<file path="config.mk">
export PLATFORM = sky130hd
export DESIGN_NAME = bus_debug_master
export DESIGN_NICKNAME = d
export VERILOG_FILES = /design/src/rtl/bus_debug_pkg.sv /design/src/rtl/bus_debug_master.sv
export SDC_FILE = /design/constraint.sdc
export NUM_CORES = 1
export LEC_CHECK = 0
export BUFFER_PORTS_ARGS = -buffer_cell sky130_fd_sc_hd__buf_2
export CAP_MARGIN = 30
export CORE_ASPECT_RATIO = 1.75
export CORE_MARGIN = 5
export CORE_UTILIZATION = 49
export DETAILED_ROUTE_END_ITERATION = 10
export GPL_ROUTABILITY_DRIVEN = 0
export PLACE_DENSITY = 0.87
export SETUP_SLACK_MARGIN = 0.05
export SYNTH_ARGS = -nofsm -noshare
export SYNTH_HDL_FRONTEND = slang
export SYNTH_SLANG_ARGS = --single-unit
</file>
<file path="constraint.sdc">
create_clock -name clk -period 1.9 [get_ports clk]
set_input_delay 0.095 -clock clk [delete_from_list [all_inputs] [get_ports clk]]
set_output_delay 0.095 -clock clk [all_outputs]
set_load 0.1 [all_outputs]
</file>
<file path="src/rtl/bus_debug_pkg.sv">
// Shared opcodes, response codes and FSM state encoding for the UART debug bus master.
package bus_debug_pkg;

  localparam logic [7:0] OP_WRITE = 8'h57;
  localparam logic [7:0] OP_READ  = 8'h52;
  localparam logic [7:0] RSP_ACK  = 8'h06;
  localparam logic [7:0] RSP_NAK  = 8'h15;

  typedef enum logic [2:0] {
    IDLE,
    ADDR,
    DATA,
    BUS,
    RESP
  } state_t;

endpackage

</file>
<file path="src/rtl/bus_debug_master.sv">
// UART byte-stream command decoder that issues single-word picorv32-native bus
// transactions and streams ACK/NAK or little-endian read data back to the host.
module bus_debug_master
  import bus_debug_pkg::*;
#(
  parameter int TIMEOUT_CYCLES = 1024
) (
  input  logic        clk,
  input  logic        resetn,
  input  logic [7:0]  rx_tdata,
  input  logic        rx_tvalid,
  output logic        rx_tready,
  output logic [7:0]  tx_tdata,
  output logic        tx_tvalid,
  input  logic        tx_tready,
  output logic        mem_valid,
  output logic        mem_instr,
  input  logic        mem_ready,
  output logic [31:0] mem_addr,
  output logic [31:0] mem_wdata,
  output logic [3:0]  mem_wstrb,
  input  logic [31:0] mem_rdata,
  output logic        busy,
  output logic        err
);

  localparam logic [15:0] TO_LAST = 16'(TIMEOUT_CYCLES - 1);

  state_t      state;
  logic [31:0] addr_sr;
  logic [31:0] wdata_sr;
  logic [31:0] resp_sr;
  logic [1:0]  byte_cnt;
  logic [15:0] to_cnt;
  logic        is_write;
  logic        resp_wide;
  logic        accept;

  assign accept    = rx_tvalid && rx_tready;
  assign mem_valid = (state == BUS);
  assign mem_instr = 1'b0;
  assign mem_addr  = {addr_sr[31:2], 2'b00};
  assign mem_wdata = wdata_sr;
  assign mem_wstrb = (state == BUS && is_write) ? 4'hF : 4'h0;
  assign tx_tvalid = (state == RESP);
  assign tx_tdata  = resp_sr[7:0];
  assign busy      = (state != IDLE);

  always_ff @(posedge clk or negedge resetn) begin
    if (!resetn) begin
      state     <= IDLE;
      rx_tready <= 1'b0;
      err       <= 1'b0;
      addr_sr   <= '0;
      wdata_sr  <= '0;
      resp_sr   <= '0;
      byte_cnt  <= '0;
      to_cnt    <= '0;
      is_write  <= 1'b0;
      resp_wide <= 1'b0;
    end else begin
      err <= 1'b0;
      case (state)
        IDLE: begin
          rx_tready <= 1'b1;
          if (accept) begin
            byte_cnt <= '0;
            if (rx_tdata == OP_WRITE || rx_tdata == OP_READ) begin
              is_write <= (rx_tdata == OP_WRITE);
              state    <= ADDR;
            end else begin
              // Bad opcode: answer NAK without touching the bus
              resp_sr   <= {24'h0, RSP_NAK};
              resp_wide <= 1'b0;
              err       <= 1'b1;
              rx_tready <= 1'b0;
              state     <= RESP;
            end
          end
        end
        ADDR: begin
          if (accept) begin
            addr_sr  <= {rx_tdata, addr_sr[31:8]};
            byte_cnt <= byte_cnt + 2'd1;
            if (byte_cnt == 2'd3) begin
              if (is_write) begin
                state <= DATA;
              end else begin
                rx_tready <= 1'b0;
                to_cnt    <= '0;
                state     <= BUS;
              end
            end
          end
        end
        DATA: begin
          if (accept) begin
            wdata_sr <= {rx_tdata, wdata_sr[31:8]};
            byte_cnt <= byte_cnt + 2'd1;
            if (byte_cnt == 2'd3) begin
              rx_tready <= 1'b0;
              to_cnt    <= '0;
              state     <= BUS;
            end
          end
        end
        BUS: begin
          // A ready arriving on the timeout cycle still completes normally
          if (mem_ready) begin
            byte_cnt  <= '0;
            state     <= RESP;
            resp_wide <= !is_write;
            resp_sr   <= is_write ? {24'h0, RSP_ACK} : mem_rdata;
          end else if (to_cnt == TO_LAST) begin
            byte_cnt  <= '0;
            state     <= RESP;
            resp_wide <= 1'b0;
            resp_sr   <= {24'h0, RSP_NAK};
            err       <= 1'b1;
          end else begin
            to_cnt <= to_cnt + 16'd1;
          end
        end
        RESP: begin
          if (tx_tready) begin
            resp_sr  <= {8'h0, resp_sr[31:8]};
            byte_cnt <= byte_cnt + 2'd1;
            if (!resp_wide || byte_cnt == 2'd3) begin
              rx_tready <= 1'b1;
              state     <= IDLE;
            end
          end
        end
        default: state <= IDLE;
      endcase
    end
  end

endmodule

</file>
==> results by group <==
Min path
  • HP Class: primary input to register
  • Hold path depth: 3

Clocking
  • TritonCTS clock tree: yes
  • Clock Pin Slew Worst Setup and Hold Paths: 0.06 ns
  • Root buf cell: clkbuf_16
  • Clock buffer depth: 2
  • H-tree levels: 4
  • Total CTS buffers: 17
  • Skew-Pair Late Insertion Delay: 0.42 ns
  • Num Clock Sinks: 119

Synthesis
  • Post-Synth XOR/XNOR Area: 0.00318
  • Multiplexer area fraction after synthesis: 0.175
  • Top_reg_cell synth: dfrtp_1
  • Syn. warnings: 0
  • Post-synth EDFFs: 0
  • Compound-Gate Fraction of Synth Area: 0.135
  • Async SR Flop Fraction: 1.00
  • Mapped Avg Cell Area: around 12 um^2
  • Sequential cell area fraction in the yosys report: 0.540
  • Synthesized cell area: ~5500 um^2
  • Synth Area in Simple Gates: 0.0864
  • FF+latch count, synth: 119
  • Synth unique cells: between 50 and 60
  • Adder-cell share of the synthesized area: 0.00454
  • Main combinational cell family by area after synthesis: multiplexers
  • Mapped Cells: 446

GRT
  • First-pass GRT wire length: approximately 24000 um
  • All-Layer GR Usage: 0.224
  • Vias in the first global route: 4882
  • Initial antenna violation count: 2
  • Largest net degree at the start of global routing: 45
  • Congestion Overflow GR: 0

Cells and area
  • Share of cells above drive strength 1: 0.528
  • Area Overhead vs Synth: 37.5%
  • Design area: between 7000 and 8000 um^2
  • # nets final: 657

Placed design
  • Placed instance area: 6590 um^2
  • DP HPWL: 9940 um
  • # port buffers: 123

STA
  • Endpoints failing setup: 3
  • Fmax: 514 MHz
  • Final Hold Viols: 0
  • Total negative slack: -0.106 ns
  • Final worst path period need: 1.94 ns
  • Worst Clk Skew: approximately 0.010 ns
  • Hold WS: 0.0192 ns
  • Slew @ Worst Pin: 0.521 ns
  • Final WS setup: -0.0440 ns
  • RSZ-0062 raised after global routing: true
  • Fin. max-slew vios: 0
  • Final Cycle Share: 1.02
  • Max-slew headroom: 0.655

Power
  • Seq pwr share: 0.283
  • Sw Pwr: approximately 5.5 mW
  • Clock Power Share: 0.263
  • Comb power frac: 0.454
  • Leak Pwr: 3.76 nW
  • Internal cell power: 6.13 mW
  • Worst vdd ir: between 1.5 and 2 mV
  • Net Sw Frac: 0.475
  • Pwr Density: 1540 nW/um^2
  • Final Power: 11.7 mW

Run status
  • Status: complete, but fails checks
  • Violated checks: negative setup slack

Critical path
  • CP Capture Type: register
  • Crit path kind: register to register
  • Cell depth of the worst flop-to-flop path: 8
  • Crit-path max FO: 10
  • Type of origin of the critical path: register
  • CP arrival: 2.22 ns
  • Critical path data required time: 2.18 ns

Die
  • Die Wd: around 90 um
  • Starting density of the core: 0.497
  • Die height: 150 um
  • Ports: around 130
  • Core Box Area: 11100 um^2
  • Die ar.: 13600 um^2
  • Row count: 51

Drt
  • DRT antenna net count: 0
  • 1st-pass router iterations: 5
  • Routed via count: 4509
  • Residual DRC: 0
  • Vias per inst: slightly below 6
  • DRT iter0 DRCs: 327
  • Avg WL per Cell: 20.7 um
  • Final wirelength: 15700 um

Flow run
  • Max cap viols: 0
-- layout make-up --
cell class	instances	area, um^2
Sequential cell	119	2990
Fill cell	733	3520
Clock buffer	20	437
Clock inverter	12	129
Tap cell	132	165
Antenna cell	2	5.00
Multi-Input combinational cell	277	2480
Inverter	7	33.8
Timing Repair Buffer	188	1350
-- final timing paths --
check,from,end,slack (ns)
worst max-delay path,byte_cnt[0],to_cnt[3],-0.04
worst min-delay path,mem_rdata[5],resp_sr[5],0.02
worst max register to register,byte_cnt[0],to_cnt[3],-0.04
worst min register to register,mem_wdata[7],mem_wdata[7],0.50
max in group asynchronous,resetn,addr_sr[9],1.03
min in group asynchronous,resetn,addr_sr[19],0.19
-- synth_stat cells (all sizes together) (4+ instances only) --
master	instances	area, um^2
dfrtp	119	2980
a22oi	4	30.0
nand2b	6	37.5
a31oi	6	37.5
a22o	28	245
clkbuf	13	50.0
and2	4	25.0
inv	7	26.3
nand2	19	71.3
o31ai	23	173
nor2	18	67.6
nor3	5	36.3
a21oi	10	50.1
nand3	9	45.0
nand4	5	52.6
o21ai	13	65.1
mux2	83	935
buf	32	230
-- logic make-up (layout without fill, tap and decap cells) --
group,Yosys count,count (layout)
DFF,119,119
AOI/OAI and AO/OA,100,100
muxes,86,86
and+or+nand+nor,84,84
buffers and inverters,52,227
adders and majority gates,2,2
xor gates and xnor gates,2,2
other,1,5
-- critical path: stages (launching register included) --
cell and delay, ns:
dfrtp_1 0.41, ha_4 0.17, and3_4 0.20, nand3_4 0.08, a2bb2oi_4 0.16, buf_4 0.19
buf_6 0.15, o31ai_1 0.31, o31ai_1 0.13
-- sequential cells by signal, indices dropped and copies added, names as in the netlist --
register	count
addr_sr	30
byte_cnt	2
err	1
is_write	1
mem_wdata	32
resp_sr	32
resp_wide	1
rx_tready	1
state	3
to_cnt	16
-- cells in the final DEF (no fill, tap or decap), types with 3 or more instances in the layout --
cell type,n
mux2_2,79
nand4_1,3
clkbuf_16,18
o31ai_1,14
clkbuf_1,3
dfrtp_1,115
o21ai_0,9
clkinvlp_4,3
buf_2,116
dlygate4sd3_1,15
clkinv_2,4
a22o_1,28
mux2_4,4
a22oi_1,4
and2_4,3
conb_1,3
buf_6,5
a31oi_1,6
buf_12,12
buf_4,38
nand2b_1,6
nor2_1,16
nand3_1,6
o21ai_1,4
dfrtp_2,3
nand2_1,18
a21oi_1,10
o31ai_2,7
inv_1,5
-- metal layers --
layer | vias to the layer above | global-route usage | wire length, um
li1 | 1975 | - | -
met1 | 2236 | 0.234 | 5400
met2 | 221 | 0.387 | 8590
met3 | 77 | 0.0635 | 807
met4 | 0 | 0.158 | 860
met5 | - | 0 | 0
-- metrics by stage --
step	setup WS, ns	util	cells
detailed placement	-0.0403	0.593	700
CTS	0.0283	0.663	751
floorplan	-0.234	-	448
finish	-0.0440	0.683	757
global route	-0.116	0.683	757
global placement	-0.0306	0.593	700
-- power groups by stage --
stage | clock (mW) | combinational, mW | sequential, mW
2_1_floorplan | 0 | 1.58 | 5.80
3_3_place_gp | 0 | 4.92 | 3.29
3_5_place_dp | 0 | 4.98 | 3.32
4_1_cts | 3.12 | 5.04 | 3.28
5_1_grt | 3.24 | 5.44 | 3.36
6_report | 3.07 | 5.30 | 3.30
-- timing repair --
action	in CTS	in global routing
setup endpoints to repair	39	52
pin swaps	2	7
cloned	1	2
resized for setup	10	41
setup buffers	3	2
hold endpoints to repair	55	0
hold buffers	15	0
Note: power is estimated with default switching activity, not from simulation.
